**config.mk**
```make
export PLATFORM = sky130hd
export DESIGN_NAME = fifo_sync_null_param
export DESIGN_NICKNAME = d
export VERILOG_FILES = /design/src/rtl/fifo_sync_null_param.sv
export SDC_FILE = /design/constraint.sdc
export NUM_CORES = 1
export LEC_CHECK = 0
export ABC_AREA = 1
export CORE_AREA = 2 2 256 258
export CTS_BUF_LIST = sky130_fd_sc_hd__clkbuf_16
export DETAILED_ROUTE_END_ITERATION = 8
export DIE_AREA = 0 0 258 260
export MAX_ROUTING_LAYER = met4
export SYNTH_ARGS = -nofsm -noshare
export SYNTH_HDL_FRONTEND = slang
export SYNTH_SLANG_ARGS = --single-unit
```
**constraint.sdc**
```tcl
create_clock -name clk -period 2.25 [get_ports clk]
set_input_delay 0.225 -clock clk [delete_from_list [all_inputs] [get_ports clk]]
set_output_delay 0.225 -clock clk [all_outputs]
set_load 0.01 [all_outputs]
```
**src/rtl/fifo_sync_null_param.sv**
```systemverilog
// fifo_sync_null_param
// Parametrised single-clock FIFO with NULL-token handling.
//   - True occupancy count (ADDR_W+1 bits), so full and empty are never ambiguous.
//   - DROP_NULL: NULL_WORD writes are discarded while almost_full and counted in drop_cnt.
//   - RD_HOLD_AE: reads are refused while almost_empty (legacy behaviour).
//   - Sticky wr_err/rd_err flags and a synchronous flush (clr).
// Ports:
//   clk, rst            clock (rising edge), asynchronous active-high reset
//   clr                 synchronous flush of pointers, count, errors and drop_cnt
//   wr_en, wr_data      write request and data
//   rd_en               read request
//   rd_data, rd_valid   registered read data (NULL_WORD on a refused read), real-word strobe
//   count               stored words, 0..DEPTH
//   full, empty, almost_full, almost_empty   decodes of count
//   drop_cnt            saturating count of discarded NULL words
//   wr_err, rd_err      sticky overflow / refused-read flags
module fifo_sync_null_param #(
    parameter int unsigned      WIDTH      = 8,
    parameter int unsigned      ADDR_W     = 6,
    parameter int unsigned      AF_LEVEL   = 48,
    parameter int unsigned      AE_LEVEL   = 16,
    parameter logic [WIDTH-1:0] NULL_WORD  = '0,
    parameter bit               DROP_NULL  = 1'b1,
    parameter bit               RD_HOLD_AE = 1'b0
) (
    input  logic              clk,
    input  logic              rst,
    input  logic              clr,
    input  logic              wr_en,
    input  logic [WIDTH-1:0]  wr_data,
    input  logic              rd_en,
    output logic [WIDTH-1:0]  rd_data,
    output logic              rd_valid,
    output logic [ADDR_W:0]   count,
    output logic              full,
    output logic              empty,
    output logic              almost_full,
    output logic              almost_empty,
    output logic [15:0]       drop_cnt,
    output logic              wr_err,
    output logic              rd_err
);

    localparam int unsigned     DEPTH     = 1 << ADDR_W;
    localparam logic [ADDR_W:0] DEPTH_CNT = DEPTH[ADDR_W:0];
    localparam logic [ADDR_W:0] AF_CNT    = AF_LEVEL[ADDR_W:0];
    localparam logic [ADDR_W:0] AE_CNT    = AE_LEVEL[ADDR_W:0];
    localparam logic [ADDR_W:0] CNT_ONE   = 1;
    localparam logic [ADDR_W-1:0] PTR_ONE = 1;

    logic [WIDTH-1:0]  mem [DEPTH];
    logic [ADDR_W-1:0] wr_ptr;
    logic [ADDR_W-1:0] rd_ptr;

    logic drop;
    logic wr_acc;
    logic rd_block;
    logic rd_acc;

    // Flags are pure decodes of the registered count.
    assign full         = (count == DEPTH_CNT);
    assign empty        = (count == '0);
    assign almost_full  = (count >= AF_CNT);
    assign almost_empty = (count < AE_CNT);

    // A NULL arriving while full is an overflow, not a drop, hence the !full term.
    assign drop     = wr_en & DROP_NULL & almost_full & ~full & (wr_data == NULL_WORD);
    assign wr_acc   = wr_en & ~full & ~drop & ~clr;
    assign rd_block = empty | (RD_HOLD_AE & almost_empty);
    assign rd_acc   = rd_en & ~rd_block & ~clr;

    // Storage is not reset; only words covered by count are ever read.
    always_ff @(posedge clk) begin
        if (wr_acc) begin
            mem[wr_ptr] <= wr_data;
        end
    end

    always_ff @(posedge clk or posedge rst) begin
        if (rst) begin
            wr_ptr   <= '0;
            rd_ptr   <= '0;
            count    <= '0;
            rd_data  <= NULL_WORD;
            rd_valid <= 1'b0;
            drop_cnt <= '0;
            wr_err   <= 1'b0;
            rd_err   <= 1'b0;
        end else if (clr) begin
            wr_ptr   <= '0;
            rd_ptr   <= '0;
            count    <= '0;
            rd_data  <= NULL_WORD;
            rd_valid <= 1'b0;
            drop_cnt <= '0;
            wr_err   <= 1'b0;
            rd_err   <= 1'b0;
        end else begin
            if (wr_acc) begin
                wr_ptr <= wr_ptr + PTR_ONE;
            end

            if (rd_acc) begin
                rd_data  <= mem[rd_ptr];
                rd_valid <= 1'b1;
                rd_ptr   <= rd_ptr + PTR_ONE;
            end else if (rd_en) begin
                rd_data  <= NULL_WORD;
                rd_valid <= 1'b0;
                rd_err   <= 1'b1;
            end else begin
                rd_valid <= 1'b0;
            end

            if (wr_en && full) begin
                wr_err <= 1'b1;
            end

            if (drop && (drop_cnt != 16'hFFFF)) begin
                drop_cnt <= drop_cnt + 16'd1;
            end

            // Read and write are decided independently against the same
            // registered count, so there is no fall-through on empty or full.
            unique case ({wr_acc, rd_acc})
                2'b10:   count <= count + CNT_ONE;
                2'b01:   count <= count - CNT_ONE;
                default: count <= count;
            endcase
        end
    end

endmodule

```
# Word-level counts from Yosys, hierarchy flattened
# Memories as Yosys holds them, arrays and structs flattened.
# Index checks and enable logic that the tools add are counted.
[classes] n_addsub=5 multipliers=0 div=0 magnitude_cmp=2 n_eq_ne=5 n_shift=0 muxes=20 n_bitwise=12 reduce_logical=12
[ops] op="2-to-1 mux 16 bit" count=2
[ops] op="2-to-1 mux 6 bit" count=4
[ops] op="2-to-1 mux 8 bit" count=3
[ops] op="adder 16 x 1 -> 16 bit, second input constant" count=1
[ops] op="!= test 16 bit, second input constant" count=1
[ops] op="one-hot mux 7 bit (2 select lines)" count=1
[ops] op="adder 6 x 1 -> 6 bit, second input constant" count=2
[ops] op="nonzero test 2 bit" count=5
[ops] op="2-to-1 mux 1 bit" count=9
[ops] op="AND 1 bit" count=8
[ops] op="logical NOT 8 bit" count=1
[ops] op="adder 7 x 1 -> 7 bit, second input constant" count=1
[ops] op="== test 7 bit, second input constant" count=1
[ops] op=">= comparator 7 x 6 -> 1 bit, second input constant" count=1
[ops] op="logical NOT 7 bit" count=1
[ops] op="< comparator 7 x 5 -> 1 bit, second input constant" count=1
[ops] op="2-to-1 mux 7 bit" count=1
[ops] op="subtractor 7 x 1 -> 7 bit, second input constant" count=1
[ops] op="nonzero test 3 bit" count=2
[ops] op="inverter 1 bit" count=4
[ops] op="== test 2 x 1 -> 1 bit, second input constant" count=1
[ops] op="== test 2 bit, second input constant" count=1
[ops] op="logical AND 1 bit" count=2
[ops] op="!= test 2 bit, second input constant" count=1
[ops] op="AND reduction 2 bit" count=1
[totals] regBits=46 latchBits=0 mem_bits_rw=512 romBits=0 input_bits=13 out_inout_bits=38 elab_cells=65 memories=1
[mem_list] memory="mem" words=64 width=8 read_ports=1 rd_ports_with_merged_regs=0 wr=1 line_no="51" rtl="logic [WIDTH-1:0] mem [DEPTH];"

# Logic depth before layout (Yosys ltp)
# Gate-level depths: netlist of run 1.
[depth] ltp_word=10 mapped_depth=16 ltp_nobuf=16

# Worst setup path after synthesis of run 1
# OpenSTA, ideal clock, no wires.
[synth_path] path_kind="reg-to-reg" from="register count[0]" to="register count[6]" setup_time_ps=117 arrival_time_ps=2315 required_time_ps=2133 slack_ps=-183 path_stages_with_launch=16 n_path_buf=0 period_less_slack_ps=2433 path_cell_list="dfrtp_1 nor2_1 nand2_2 nor2_2 nor2_1 nand2_2 nand2_1 inv_1 ha_1 a21oi_1 nand2_1 a21o_1 a21oi_1 nand3_1 nand3_1 nand2_1"
[synth_via] elab_chain_cells=10 elab_cells_between_ends=21 classes_between="add/sub: 2; order compare: 1; eq/ne: 3; mux: 2; bitwise: 11; reduce/logical: 2"
[synth_lines] item="start, declared" line_no="34" rtl="output logic [ADDR_W:0] count,"
[synth_lines] item="start signal, assigned" line_no="126" rtl="2'b10: count <= count + CNT_ONE;"
[synth_lines] item="start signal, assigned" line_no="127" rtl="2'b01: count <= count - CNT_ONE;"
[synth_lines] item="start signal, assigned" line_no="128" rtl="default: count <= count;"
[synth_lines] item="== test 7 bit *" line_no="61" rtl="assign full = (count == DEPTH_CNT);"
[synth_lines] item="named net full" line_no="35" rtl="output logic full,"
[synth_lines] item="inverter 1 bit *" line_no="67, 68"
[synth_lines] item="AND 1 bit (2 in series)" line_no="67" rtl="assign drop = wr_en & DROP_NULL & almost_full & ~full & (wr_data == NULL_WORD);"
[synth_lines] item="inverter 1 bit" line_no="68" rtl="assign wr_acc = wr_en & ~full & ~drop & ~clr;"
[synth_lines] item="AND 1 bit * (2 in series)" line_no="68"
[synth_lines] item="== test 2 x 1 -> 1 bit / == test 2 bit (equally long branches)" line_no="125" rtl="unique case ({wr_acc, rd_acc})"
[synth_lines] item="one-hot mux 7 bit (2 select lines)" line_no="125"
[synth_lines] item="2-to-1 mux 7 bit" line_no="89" rtl="end else if (clr) begin"
# Mark *: on every way through the listed nets, which the timed path passes. The rest lies on a longest branch.
# A chain may end at the register's enable or synchronous reset.

# Worst setup path after layout of run 1
[layout_path] from="register count[1]" to="register count[6]"
[layout_via] elab_chain_cells=10 elab_cells_between_ends=21 classes_between="add/sub: 2; order compare: 1; eq/ne: 3; mux: 2; bitwise: 11; reduce/logical: 2"
[layout_lines] item=">= comparator 7 x 6 -> 1 bit / == test 7 bit (equally long branches)" line_no="63, 61"
[layout_lines] item="AND 1 bit / inverter 1 bit (equally long branches)" line_no="67, 68"
[layout_lines] item="AND 1 bit (2 in series)" line_no="67"
[layout_lines] item="inverter 1 bit" line_no="68"
[layout_lines] item="AND 1 bit (2 in series)" line_no="68"
[layout_lines] item="== test 2 x 1 -> 1 bit / == test 2 bit (equally long branches)" line_no="125"
[layout_lines] item="one-hot mux 7 bit (2 select lines)" line_no="125"
[layout_lines] item="2-to-1 mux 7 bit" line_no="89"
# Parallel ways exist; a longest one is shown, timed or not.

==> results of run 1 <==
[metal layers]
layer / GRT usage (%) / vias to the layer above
met5: - / -
met4: 6.66 / 0
met3: 3.78 / 121
met2: 30.6 / 563
met1: 25.3 / 7997
li1: - / 7975
[sequential cells by signal, summed over array words and instances (netlist names)]
signal	count
rd_valid	1
wr_ptr	6
rd_err	1
mem	512
wr_err	1
drop_cnt	16
rd_data	8
count	7
rd_ptr	6
[worst max path at each step]
| stage | depth (start not counted) | end | slack, ns |
|---|---|---|---|
| 2_1_floorplan | 15 | count[6] | 0.02 |
| 3_5_place_dp | 11 | mem[25][5] | -1.12 |
| 6_report | 17 | count[6] | -0.09 |
| 4_1_cts | 17 | count[6] | -0.11 |
| 5_1_grt | 17 | count[6] | -0.21 |
| 3_3_place_gp | 11 | mem[9][1] | -1.04 |
[cell type report]
class	instances	area, um^2
Inverter	199	756
Fill cell	5879	35300
Clock buffer	55	1380
Multi-Input combinational cell	1441	6970
Sequential cell	558	16500
Clock inverter	42	273
Timing Repair Buffer	178	1820
Antenna cell	1	2.50
Tap cell	855	1070
[layout by cell type, fill, tap and decap left out, types with 15 or more instances in the layout]
master	count
clkinv_1	23
nor2_4	66
xor2_1	15
buf_4	93
nand3_1	295
dfrtp_1	41
a21oi_1	39
clkbuf_16	56
o21ai_0	31
nand2_1	789
inv_1	195
clkdlybuf4s50_1	39
nor2_1	107
o211ai_1	24
buf_12	27
edfxtp_1	512
[power by group through the flow]
stage	Clock, uW	Combinational [uW]	Sequential (uW)
floorplan	0	4300	11900
global placement	0	6900	11900
detailed placement	0	6960	11900
CTS	8600	7130	11700
global route	9020	8230	11700
finish	8460	7400	11700
[per-stage QoR]
step	hold slack [ns]	util (%)	std cells	TNS (ns)	total power [uW]
6_report	0.103	44.9	3329	-0.234	27500
5_1_grt	0.158	44.9	3329	-9.46	28900
4_1_cts	0.105	44.4	3314	-0.264	27400
3_5_place_dp	0.474	41.0	3205	-479.57	18900
3_3_place_gp	0.467	41.0	3205	-442.15	18800
2_1_floorplan	0.324	-	2312	0	16200
[worst max-delay path, stage by stage, from the launching register on]
cell	delay [ns]
dfrtp_1	0.39
nor2_2	0.12
nand2_2	0.10
buf_6	0.13
o21ai_4	0.15
nor2_4	0.06
nand2_2	0.09
inv_4	0.04
buf_6	0.11
fa_2	0.36
nand3_2	0.08
nand2_2	0.06
a21o_1	0.19
a21oi_2	0.14
inv_1	0.05
nand2_1	0.06
nand3_1	0.07
nand2_1	0.06
[logic make-up (layout without fill, tap and decap cells)]
kind of cell	count (synthesis)	count (layout)	synth area share, %
AOI/OAI and AO/OA	112	112	2.66
xor gates and xnor gates	18	18	0.652
adders and majority gates	9	9	0.497
buffers and inverters	313	474	5.28
DFF	558	558	68.4
other	0	1	0
and+or+nand+nor	1302	1302	22.5
[repair_timing]
action | 4_1_cts | 5_1_grt
buffers inserted | 12 | 13
gates resized for setup | 119 | 36
gates cloned | 0 | 1
setup endpoints to repair | 518 | 277
endpoints found under the hold margin | 0 | 0
pin swaps | 16 | 11
==> flow_metrics.tcl, run 1 <==
set metrics [dict create \
    synthCells 2312 \
    startpoint "count[1]" \
    drc 0 \
    die_x_um 258 \
    first_pass_iters 5 \
    rsz0062_at_grt "yes" \
    clk_pin_slew_worst_paths_ns 0.06 \
    min_period_over_period_pct 104 \
    ys_seq_area_share_pct 68.4 \
    r2r_slack_ns -0.09 \
    hold_viol_final 0 \
    place_ws_ns -1.12 \
    grt_pass1_wl_um 96400 \
    clk_latency_ns 0.62 \
    antenna_found_initial 1 \
    synth.distinct_cells 38 \
    start_util_pct 37.7 \
    dr.first_iter.drc_count 1499 \
    period_needed_ns 2.34 \
    grt_usage_pct 19.5 \
    clkPwrFrac_pct 30.7 \
    ys_ff_latch 558 \
    r2r_start "count[1]" \
    cts_hold_buf 0 \
    die-height_um 260 \
    power.internal_uw 18800 \
    p_comb_share_pct 26.9 \
    sw_frac_of_total_pct 31.6 \
    setup_viol 4 \
    synthTopCellsByArea "edfxtp_1, nand2_1, nand3_1" \
    powerDensity_nw_per_um2 956 \
    avgViaCountPerCell 5.00 \
    fin_area_um2 28800 \
    cts_buffer_depth 3 \
    critPathKind "flip-flop to flip-flop" \
    wire_per_inst_um 19.0 \
    yosysTopAreaCell "edfxtp_1" \
    met3_length_um 5080 \
    design.core.area_um2 64100 \
    syn_to_final_growth_pct 19.2 \
    ys_warn_count 0 \
    ioPinCount 51 \
    switchingPower_uw 8700 \
    async_flop_share_pct 8.24 \
    fmax_mhz 428 \
    pwr-share-seq_pct 42.4 \
    grt_max_degree 72 \
    hold_path.class "input port to async pin" \
    avgSynthCellArea_um2 10.5 \
    num_rows 93 \
    tightest_slew_ns 1.02 \
    placed_area_um2 26300 \
    cts_root_buf "clkbuf_16" \
    fp.dieArea_um2 67100 \
    layout_setup_ws_ns -0.0853 \
    cts.sinks 558 \
    yosysMostFrequentCell "nand2_1" \
    required_ns 2.80 \
    io_buffers 50 \
    drv_cap 0 \
    maxSlewHeadroom_pct 32.1 \
    r2r-end "count[6]" \
    slew_viol_final 0 \
    first_global_vias 16500 \
    arrival_ns 2.89 \
    place_congestion 0.886 \
    critPathCaptureType "flip-flop" \
    hpwlAfterDp_um 38800 \
    outcome "finished with violations" \
    p_leak_uw 0.0111 \
    worst_clock_skew_ns 0.0168 \
    vias 16700 \
    drive_gt1_share_pct 13.1 \
    grt_overflow_total 0 \
    cts_buffers 55 \
    critPathMaxFanout 2 \
    cts_tree "built" \
    totalWireLength_um 63200 \
    ir_drop_mv 0.572 \
    synthFlopType "edfxtp_1" \
    htreeDepth 2 \
    r2r_cells 17 \
    antenna_left 0 \
    synthTopCellsByCount "nand2_1, edfxtp_1, nand3_1" \
    syn_nets 2334 \
    syn_area_um2 24200 \
    num-nets-final 2455 \
    routedLengthMet1_um 27000 \
    wl_met2_um 29200 \
    cp-start-kind "flip-flop" \
    violations "setup timing" \
    synth.top_cell.area_share_pct 63.6 \
    synth-edff-count 512 \
    routed.top_layer "met4" \
]
Power figures use the tool's default switching activity.
==> run 2: changes to the inputs <==
Clock period 2.25 ns to 2.7 ns, I/O delays scaled along.
==> flow_metrics.tcl, run 2 (synthesis gave the netlist of run 1 again) <==
set metrics [dict create \
    placed_area_um2 26000 \
    cts_tree "built" \
    grt_pass1_wl_um 99900 \
    hold_ws_ns 0.311 \
    fmax_mhz 375 \
    critPathMaxFanout 10 \
    wire_per_inst_um 19.9 \
    critPathCaptureType "flip-flop" \
    maxSlewHeadroom_pct 33.7 \
    num-nets-final 2415 \
    grt_usage_pct 20.3 \
    largest-register "mem" \
    cts_buffer_depth 3 \
    syn_to_final_growth_pct 16.5 \
    hold_end "mem[20][7]" \
    htreeDepth 2 \
    avgViaCountPerCell 5.09 \
    cts_root_buf "clkbuf_16" \
    slew_viol_final 0 \
    first_pass_iters 6 \
    clk_latency_ns 0.63 \
    vias 16800 \
    drc 0 \
    num_rows 93 \
    ioPinCount 51 \
    clk_pin_slew_worst_paths_ns 0.06 \
    layout_commonest_cell "nand2_1" \
    place_ws_ns -0.717 \
    antenna_found_initial 0 \
    r2r_start "count[4]" \
    critPathKind "flip-flop to flip-flop" \
    r2r_cells 9 \
    tightest_slew_ns 0.995 \
    start_util_pct 37.7 \
    worstHoldStart "wr_data[7]" \
    layout_common_cells "nand2_1, edfxtp_1, nand3_1" \
    place_congestion 0.892 \
    setup-tns-final_ns 0 \
    totalWireLength_um 65500 \
    hold_viol_final 0 \
    finalPower_uw 23400 \
    die-height_um 260 \
    antenna_left 0 \
    period_needed_ns 2.66 \
    hpwlAfterDp_um 40600 \
    cts.sinks 558 \
    ir_drop_mv 0.502 \
    cp-start-kind "flip-flop" \
    design.core.area_um2 64100 \
    first_global_vias 16700 \
    hold_path.class "input port to flip-flop" \
    cts_buffers 56 \
    io_buffers 50 \
    hold_path_depth 2 \
    drv_cap 0 \
    fillers 5923 \
    required_ns 2.98 \
    fin_area_um2 28200 \
    layout_setup_ws_ns 0.0365 \
    arrival_ns 2.95 \
    diodes 0 \
    worst_clock_skew_ns 0.0330 \
    min_period_over_period_pct 98.6 \
    p_leak_uw 0.0109 \
    die_x_um 258 \
    powerDensity_nw_per_um2 829 \
    outcome "finished, final reports clean" \
    r2r_slack_ns 0.04 \
    grt_max_degree 73 \
    reg_top3 "mem: 512 flops, drop_cnt: 16 flops, rd_data: 8 flops" \
    drive_gt1_share_pct 10.7 \
    dr.first_iter.drc_count 1805 \
    rsz0062_at_grt "yes" \
    largest_reg_flops 512 \
    r2r-end "mem[35][1]" \
    setup_viol 0 \
    grt_overflow_total 0 \
    fp.dieArea_um2 67100 \
]
[run 2: cell count changes in the layout (fill, tap and decap cells not counted), sizes merged]
| cell | before | now |
|---|---|---|
| bufinv | 2 | 7 |
| clkdlybuf4s50 | 39 | 42 |
| clkinv | 34 | 29 |
| dlygate4sd2 | 3 | 0 |
| buf | 135 | 94 |
| clkinvlp | 3 | 4 |
| diode | 1 | 0 |
| dlygate4sd3 | 0 | 1 |
| inv | 202 | 209 |
[run 2: worst max-delay path by stage]
stage          slack [ns]       start          to
6_report             0.04    count[4]  mem[35][1]
5_1_grt             -0.11    count[4]  mem[27][0]
4_1_cts              0.05    count[4]   mem[0][7]
3_5_place_dp        -0.72  wr_data[7]  mem[35][6]
3_3_place_gp        -0.64  wr_data[7]  mem[43][6]
2_1_floorplan        0.27    count[0]    count[6]
[run 2: critical path, stage by stage, from the launching register on]
cell     delay (ns)
dfrtp_1        0.38
nor2_2         0.06
nand2_1        0.08
nor2_2         0.05
nor2_1         0.12
nand2_2        0.07
buf_4          0.16
nor2_4         0.36
nand4_4        0.50
nor2_2         0.53
[run 2: area by class of cell]
type                       instances  area [um^2]  area share, %
sequential                       558        16500           58.7
multi-input combinational       1441         6580           23.4
clock buffer                      56         1400           4.98
timing repair buffer             137         1380           4.90
tap                              855         1070           3.80
inverter                         199          753           2.67
clock inverter                    50          442           1.57
[run 2: per-layer routing]
layer	global-route usage (%)	wire [um]
met1	27.0	28400
met5	-	0
met4	6.94	2070
met3	3.28	4840
met2	31.6	30300
[run 2: power by group]
part | switching (uW) | leakage (uW) | internal, uW | total [uW]
Clock | 3330 | 0.000939 | 4450 | 7790
Sequential | 119 | 0.00523 | 9580 | 9700
Combinational | 3900 | 0.00473 | 1960 | 5860
Total | 7350 | 0.0109 | 16000 | 23400
[run 2: through the flow]
| stage | utilization (%) | cells |
|---|---|---|
| CTS | 43.7 | 3294 |
| finish | 43.9 | 3296 |
| detailed placement | 40.6 | 3187 |
| floorplan | - | 2312 |
| global route | 43.9 | 3296 |
| global placement | 40.6 | 3187 |
[run 2: timing repair]
item / in CTS / in global routing
buffers inserted: 0 / 2
endpoints found under the hold margin: 14 / 0
resized for setup: 42 / 31
pin swaps: 0 / 0
endpoints found under the setup margin: 495 / 404
hold buffers: 1 / 0
